$ cat config.mk
export PLATFORM = sky130hd
export DESIGN_NAME = fifo_sc_prog_flags
export DESIGN_NICKNAME = d
export VERILOG_FILES = /design/src/rtl/fifo_sc_pkg.sv /design/src/rtl/fifo_sc_mem_array.sv /design/src/rtl/fifo_sc_prog_flags.sv
export SDC_FILE = /design/constraint.sdc
export NUM_CORES = 1
export LEC_CHECK = 0
export CAP_MARGIN = 20
export CORE_MARGIN = 2
export CORE_UTILIZATION = 50
export CTS_CLUSTER_SIZE = 40
export DETAILED_ROUTE_END_ITERATION = 10
export PLACE_DENSITY = 0.68
export SYNTH_ARGS = -nofsm -noshare
export SYNTH_HDL_FRONTEND = slang
export SYNTH_SLANG_ARGS = --single-unit
$ cat constraint.sdc
create_clock -name clk -period 3.39 [get_ports clk]
set_input_delay 0.678 -clock clk [delete_from_list [all_inputs] [get_ports clk]]
set_output_delay 0.678 -clock clk [all_outputs]
set_load 0.01 [all_outputs]
$ cat src/rtl/fifo_sc_pkg.sv
`default_nettype none
// ============================================================================
// fifo_sc_pkg : shared sizing constants and count-width rule for fifo_sc_*
// Revision    : 1.0
// ============================================================================
package fifo_sc_pkg;

  localparam int DEFAULT_DATA_WIDTH = 16;
  localparam int DEFAULT_ADDR_WIDTH = 4;

  // One extra bit lets the occupancy count reach the full capacity value.
  function automatic int cnt_width(input int addr_width);
    return addr_width + 1;
  endfunction

endpackage : fifo_sc_pkg
`default_nettype wire

$ cat src/rtl/fifo_sc_mem_array.sv
`default_nettype none
// ============================================================================
// fifo_sc_mem_array : storage, one synchronous write port, one async read port
// Revision          : 1.0
// ============================================================================
module fifo_sc_mem_array
  import fifo_sc_pkg::*;
#(
  parameter int DATA_WIDTH = DEFAULT_DATA_WIDTH,
  parameter int ADDR_WIDTH = DEFAULT_ADDR_WIDTH
) (
  input  logic                  clk,
  input  logic                  we_i,
  input  logic [ADDR_WIDTH-1:0] waddr_i,
  input  logic [DATA_WIDTH-1:0] wdata_i,
  input  logic [ADDR_WIDTH-1:0] raddr_i,
  output logic [DATA_WIDTH-1:0] rdata_o
);

  localparam int DEPTH = 2 ** ADDR_WIDTH;

  // Contents are deliberately never reset; only pointers and count are.
  logic [DATA_WIDTH-1:0] mem_q [DEPTH];

  always_ff @(posedge clk) begin
    if (we_i) begin
      mem_q[waddr_i] <= wdata_i;
    end
  end

  assign rdata_o = mem_q[raddr_i];

endmodule : fifo_sc_mem_array
`default_nettype wire

$ cat src/rtl/fifo_sc_prog_flags.sv
`default_nettype none
// ============================================================================
// fifo_sc_prog_flags : single-clock show-ahead FIFO with programmable flags
// Optional sticky overflow/underflow outputs under FIFO_SC_ERR_FLAGS_EN.
// Revision           : 1.0
// ============================================================================
module fifo_sc_prog_flags
  import fifo_sc_pkg::*;
#(
  parameter int DATA_WIDTH = DEFAULT_DATA_WIDTH,
  parameter int ADDR_WIDTH = DEFAULT_ADDR_WIDTH
) (
  input  logic                             clk,
  input  logic                             reset,
  input  logic                             flush,
  input  logic                             wen,
  input  logic [DATA_WIDTH-1:0]            data_in,
  input  logic                             ren,
  input  logic [cnt_width(ADDR_WIDTH)-1:0] af_thresh,
  input  logic [cnt_width(ADDR_WIDTH)-1:0] ae_thresh,
  output logic [DATA_WIDTH-1:0]            data_out,
  output logic [cnt_width(ADDR_WIDTH)-1:0] depth,
  output logic                             empty,
  output logic                             full,
  output logic                             almost_empty,
`ifdef FIFO_SC_ERR_FLAGS_EN
  output logic                             overflow,
  output logic                             underflow,
`endif
  output logic                             almost_full
);

  localparam int CW = cnt_width(ADDR_WIDTH);
  localparam logic [CW-1:0] CAPACITY = CW'(2 ** ADDR_WIDTH);

  logic [ADDR_WIDTH-1:0] wrptr_q, wrptr_d;
  logic [ADDR_WIDTH-1:0] rdptr_q, rdptr_d;
  logic [CW-1:0]         depth_q, depth_d;
  logic                  wr_accept;
  logic                  rd_accept;
  logic                  mem_we;

  assign empty        = (depth_q == '0);
  assign full         = (depth_q == CAPACITY);
  assign almost_full  = (depth_q >= af_thresh);
  assign almost_empty = (depth_q <= ae_thresh);
  assign depth        = depth_q;

  assign wr_accept = wen & ~full;
  assign rd_accept = ren & ~empty;
  // Reset and flush both suppress the storage write so no stale entry lands.
  assign mem_we    = wr_accept & ~flush & ~reset;

  always_comb begin
    wrptr_d = wrptr_q;
    rdptr_d = rdptr_q;
    depth_d = depth_q;
    if (wr_accept) begin
      wrptr_d = wrptr_q + ADDR_WIDTH'(1);
    end
    if (rd_accept) begin
      rdptr_d = rdptr_q + ADDR_WIDTH'(1);
    end
    if (wr_accept && !rd_accept) begin
      depth_d = depth_q + CW'(1);
    end else if (rd_accept && !wr_accept) begin
      depth_d = depth_q - CW'(1);
    end
  end

  always_ff @(posedge clk) begin
    if (reset || flush) begin
      wrptr_q <= '0;
      rdptr_q <= '0;
      depth_q <= '0;
    end else begin
      wrptr_q <= wrptr_d;
      rdptr_q <= rdptr_d;
      depth_q <= depth_d;
    end
  end

  fifo_sc_mem_array #(
    .DATA_WIDTH (DATA_WIDTH),
    .ADDR_WIDTH (ADDR_WIDTH)
  ) u_mem (
    .clk     (clk),
    .we_i    (mem_we),
    .waddr_i (wrptr_q),
    .wdata_i (data_in),
    .raddr_i (rdptr_q),
    .rdata_o (data_out)
  );

`ifdef FIFO_SC_ERR_FLAGS_EN
  logic overflow_q, overflow_d;
  logic underflow_q, underflow_d;

  always_comb begin
    overflow_d  = overflow_q  | (wen & full);
    underflow_d = underflow_q | (ren & empty);
  end

  always_ff @(posedge clk) begin
    if (reset || flush) begin
      overflow_q  <= 1'b0;
      underflow_q <= 1'b0;
    end else begin
      overflow_q  <= overflow_d;
      underflow_q <= underflow_d;
    end
  end

  assign overflow  = overflow_q;
  assign underflow = underflow_q;
`endif

endmodule : fifo_sc_prog_flags
`default_nettype wire
# Word level (Yosys, flattened, before mapping)
# Memory sizes are Yosys's and may differ from the RTL's. A register that Yosys moved wholly into a read port is not among the register bits.
# Cells that the tools add are included.
dict set report totals {
  in_bits 31
  ramBits 256
  ff_bits 13
  n_memories 1
}
dict set report op_classes {
  bitwise 8
  add_sub_neg 4
  n_reduce_logical 7
  magnitude_cmp 2
  n_eq_ne 1
  n_mux 6
}
# memory depth width rd rd_clocked_by_memory_dff wr line
set mem_list {}
lappend mem_list {u_mem.mem_q 16 16 1 1 1 fifo_sc_mem_array.sv:23} ;# logic [DATA_WIDTH-1:0] mem_q [DEPTH];
# operator count
set op_table {}
lappend op_table {{5-bit two-way mux} 2}
lappend op_table {{4-bit by 1-bit adder with 4-bit output, second input constant} 2}
lappend op_table {{4-bit two-way mux} 2}
lappend op_table {{5-bit by 1-bit adder with 5-bit output, second input constant} 1}
lappend op_table {{5-bit equality test, second input constant} 1}
lappend op_table {{5-bit greater-or-equal comparator} 1}
lappend op_table {{5-bit less-or-equal comparator} 1}
lappend op_table {{5-bit zero test} 1}
lappend op_table {{5-bit by 1-bit subtractor with 5-bit output, second input constant} 1}
lappend op_table {{1-bit bitwise AND} 4}
lappend op_table {{1-bit NOT} 4}
lappend op_table {{1-bit logical AND} 2}
lappend op_table {{1-bit zero test} 2}
lappend op_table {{1-bit two-way mux} 2}
lappend op_table {{2-bit nonzero test} 1}
lappend op_table {{1-bit logical OR} 1}

# Depth between registers and ports, before layout
dict set report depth {
  word_depth 7
  ltp_mapped 11
  depth_no_buf 9
}

# Cells and area by module
# A second synthesis with hierarchy kept.
dict set report hier_totals {
  cells_unflattened 532
  hier_area_um2 10706.5
}
# module area_each_um2 cells_each n_inst
set modules_own_cells {}
lappend modules_own_cells {fifo_sc_mem_array 9723.1 416 1}
lappend modules_own_cells {fifo_sc_prog_flags 983.4 116 1}

# Least setup slack after synthesis
# No wires, ideal clock.
dict set report synth_timing {
  path_kind {register -> register}
  from {register depth_q[1], in the netlist depth[1]}
  to {register depth_q[4], in the netlist depth[4]}
  n_path_buf 2
  arrival_ns 2.651
  stages_incl_launch_ff 11
  period_less_slack_ns 2.722
  path_slack_ns 0.668
  path_cell_list {dfxtp_1 or4_1 buf_2 o21a_1 buf_6 ha_1 fa_1 nand2b_1 a21oi_1 mux2i_1 mux2i_1}
}
dict set report synth_between {
  elab_chain_cells 6
}
# element line
set synth_rtl {}
lappend synth_rtl {{start, declared} fifo_sc_prog_flags.sv:38} ;# logic [CW-1:0] depth_q, depth_d;
lappend synth_rtl {{start signal, assigned} fifo_sc_prog_flags.sv:79} ;# depth_q <= depth_d;
lappend synth_rtl {{5-bit equality test *} fifo_sc_prog_flags.sv:44} ;# assign full = (depth_q == CAPACITY);
lappend synth_rtl {{1-bit NOT *} fifo_sc_prog_flags.sv:49} ;# assign wr_accept = wen & ~full;
lappend synth_rtl {{1-bit bitwise AND *} fifo_sc_prog_flags.sv:49}
lappend synth_rtl {{via wr_accept} fifo_sc_prog_flags.sv:39} ;# logic wr_accept;
lappend synth_rtl {{1-bit zero test} fifo_sc_prog_flags.sv:66} ;# end else if (rd_accept && !wr_accept) begin
lappend synth_rtl {{1-bit logical AND} fifo_sc_prog_flags.sv:66}
lappend synth_rtl {{2-bit nonzero test (no line)} -}
# The timed path passes the listed nets; every way through them passes the cells marked *. The select of a mux whose other input is x is not followed.
# A chain may end at the register's enable or synchronous reset.

==> key figures <==
Final layout
  • Sequential cell area: 8030 sq um
  • Nets@finish: 702
  • FILL cells: 1443
  • Area of the multi-input gates: 2580 sq um
  • Share of layout cells above drive strength 1: 0.273
  • Core Util, Final: 0.619
  • Layout area overhead: 21.3%

STA
  • Setup TNS: 0 ns
  • Slew Viols, Final: 0
  • Setup violators final: 0
  • Actual slew at the worst max-slew pin: 0.539 ns
  • Hold WS: 0.529 ns
  • Fin crit share: 0.975
  • Final min period: 3.30 ns
  • Setup skew after layout: 0.0318 ns
  • RSZ-0062 raised after global routing: false
  • Rel. slew slack: 0.640
  • Final hold violation count: 0
  • F_max: 303 MHz

Floorplan
  • # rows: 53
  • Core area: 21000 sq um
  • Die W: 150 microns
  • Die Area: 22600 sq um
  • Die Height: 150 microns
  • Starting Density: 0.510
  • IO Pins: 56

Logic synthesis
  • Synth warn: 0
  • Synthesized Nets: 594
  • Synthesized area: 10700 sq um
  • Synthesized area per cell: 19.8 sq um
  • Synthesized flop and latch total: 273
  • Sequential share of the synthesized area: 0.748
  • Gate Count Post-Synth: 543
  • Yosys cell types: 36

Global routing
  • Total global-route track usage: 0.214
  • Initial antenna violation count: 2
  • Largest net degree at the start of global routing: 19
  • M3 GR Usage: 0.0412
  • First-pass GRT wire length: 35000 microns
  • Gr busiest metal: met2
  • Met1 Track Usage GR: 0.273
  • Total grt overflow: 0
  • Number of global-route vias before repair: 5820
  • M2 GR Usage: 0.375

Route
  • Vias per cell: 5.73
  • Detail Route Antenna Nets: 0
  • DRT iter0 DRCs: 454
  • Final wirelength: 23100 microns
  • Wire length per cell: 24.3 microns
  • # DRC: 0
  • Pre-antenna DRT Iters: 4
  • Via Count: 5434

Placement
  • # port buffers: 55
  • Final HPWL DP: 14700 microns
  • GP Congestion: 0.831

Hold path
  • Hold crit path type: reg -> reg

Clock tree
  • CTS Hold Buffers Added: 0
  • CTS Buf Count: 27
  • Clk_lat worst skew: 0.55 ns
  • CTS tree: yes
  • H-tree levels: 1
  • Clock sink count: 273
  • Clock Tree Root: clkbuf_16
  • Clock transition at path regs: 0.06 ns
  • Clock Path Buffers: 3

Pwr
  • Overall power: 7.68 mW
  • PwrDens: 590 nW/um^2
  • Worst vdd ir: 0.000465 V
  • P_leak: 4.31 nW

Outcome
  • Run status: finished, final reports clean

Critical path
  • Class of the most critical setup path: reg -> out
  • Critical Path Source Type: flip-flop
  • CP Max Fanout: 7
  • Worst Setup End Kind: primary output
  • Critical Path RT: 2.71 ns
  • Worst endpoint data arrival time: 2.63 ns

Job
  • Maxcap violations: 0
==> state kept, by name, summed over array words and instances, names as in the netlist, named ones only <==
register / cells
u_mem.mem_q: 256
depth: 5
rdptr_q: 4
wrptr_q: 4
==> critical path, stage by stage, from the launching register on <==
cell and delay, ns:
dfxtp_4 0.47, buf_4 0.22, mux4_2 0.50, a22oi_1 0.24, nand2_1 0.15, clkdlybuf4s50_1 0.50
==> cells in the mapped netlist <==
| library cell | n | area share |
|---|---|---|
| edfxtp_1 | 256 | 0.72 |
| mux4_2 | 64 | 0.13 |
| nor2_1 | 38 | 0.013 |
| a22oi_1 | 32 | 0.022 |
| nand2_1 | 26 | 0.0091 |
| ha_1 | 19 | 0.022 |
| dfxtp_1 | 17 | 0.032 |
| inv_1 | 17 | 0.0059 |
| clkbuf_1 | 13 | 0.0045 |
| a21oi_1 | 8 | 0.0037 |
| buf_2 | 8 | 0.0037 |
| nand3_1 | 5 | 0.0023 |
| xor2_1 | 5 | 0.0041 |
| mux2i_1 | 4 | 0.0037 |
| buf_1 | 3 | 0.0010 |
| nor2b_1 | 3 | 0.0017 |
| or4_1 | 3 | 0.0021 |
| o211ai_1 | 2 | 0.0014 |
| o22ai_1 | 2 | 0.0012 |
| or2_2 | 2 | 0.0012 |
| a21o_1 | 1 | 0.00070 |
| a21oi_2 | 1 | 0.00082 |
| a31o_1 | 1 | 0.00082 |
| and2_1 | 1 | 0.00058 |
| and3_1 | 1 | 0.00058 |
| buf_6 | 1 | 0.0010 |
| fa_1 | 1 | 0.0019 |
| nand2b_1 | 1 | 0.00058 |
| nand4_1 | 1 | 0.00058 |
| nand4b_1 | 1 | 0.00082 |
| o211ai_2 | 1 | 0.0012 |
| o21a_1 | 1 | 0.00070 |
| o21ai_0 | 1 | 0.00047 |
| o21ai_4 | 1 | 0.0015 |
| or3_1 | 1 | 0.00058 |
| xnor2_1 | 1 | 0.00082 |
==> through the flow <==
stage | worst slack, ns | std cells | instance area [sq um]
after CTS | 0.0268 | 943 | 13000
after floorplan | 0.668 | 543 | 10700
after global routing | 0.00428 | 947 | 13000
after detailed placement | 0.233 | 892 | 12000
final | 0.0855 | 948 | 13000
after global placement | 0.306 | 892 | 12000
==> cell type report <==
type | count | share of cell area
clock buffer | 34 | 0.0596
inverter | 17 | 0.00491
sequential | 273 | 0.617
tap | 275 | 0.0264
timing repair buffer | 104 | 0.0791
multi-input combinational | 228 | 0.198
clock inverter | 15 | 0.0138
antenna | 2 | 0.000385
==> metal layers <==
layer,up-vias,part of all wire
li1,2420,-
met1,2832,0.39
met2,148,0.53
met3,34,0.060
met4,0,0.023
met5,-,0
==> worst paths after layout <==
check / slack (ns) / startpoint / endpoint / cells past startpoint
setup / recovery: 0.09 / flip-flop / data_out[0] / 5
hold / removal: 0.53 / rdptr_q[3]$_SDFFE_PP0P_ / rdptr_q[3]$_SDFFE_PP0P_ / 2
setup reg to reg: 0.52 / depth[1]$_SDFFE_PP0P_ / depth[4]$_SDFFE_PP0P_ / 8
hold reg to reg: 0.53 / rdptr_q[3]$_SDFFE_PP0P_ / rdptr_q[3]$_SDFFE_PP0P_ / 2
==> power by group <==
group / switching (mW) / total (mW) / internal [mW]
clock network: 1.20 / 3.12 / 1.92
logic: 0.378 / 0.798 / 0.420
registers: 0.0447 / 3.76 / 3.71
total: 1.63 / 7.68 / 6.06
==> cell families after synthesis <==
| family | after synthesis | share of synthesized area |
|---|---|---|
| buf+inv | 42 | 0.0163 |
| mux | 68 | 0.138 |
| xor+xnor | 6 | 0.00490 |
| fa+ha+maj | 20 | 0.0240 |
| compound gates | 51 | 0.0349 |
| flops | 273 | 0.748 |
| simple gates | 83 | 0.0335 |
==> layout by cell type (no fill, tap or decap), types with 17 or more instances in the layout <==
master / count
clkdlybuf4s50_1: 54
a22oi_1: 29
nand2_1: 26
mux4_2: 64
nor2_1: 22
clkbuf_16: 30
inv_1: 17
ha_1: 19
buf_4: 41
edfxtp_1: 256
==> repair_timing <==
action | CTS | global route
gates cloned | 1 | 0
setup buffers | 1 | 3
setup endpoints to repair | 3 | 11
resized for setup | 1 | 4
endpoints found under the hold margin | 0 | 0
pin swaps | 0 | 0
(Power assumes the default switching activity.)
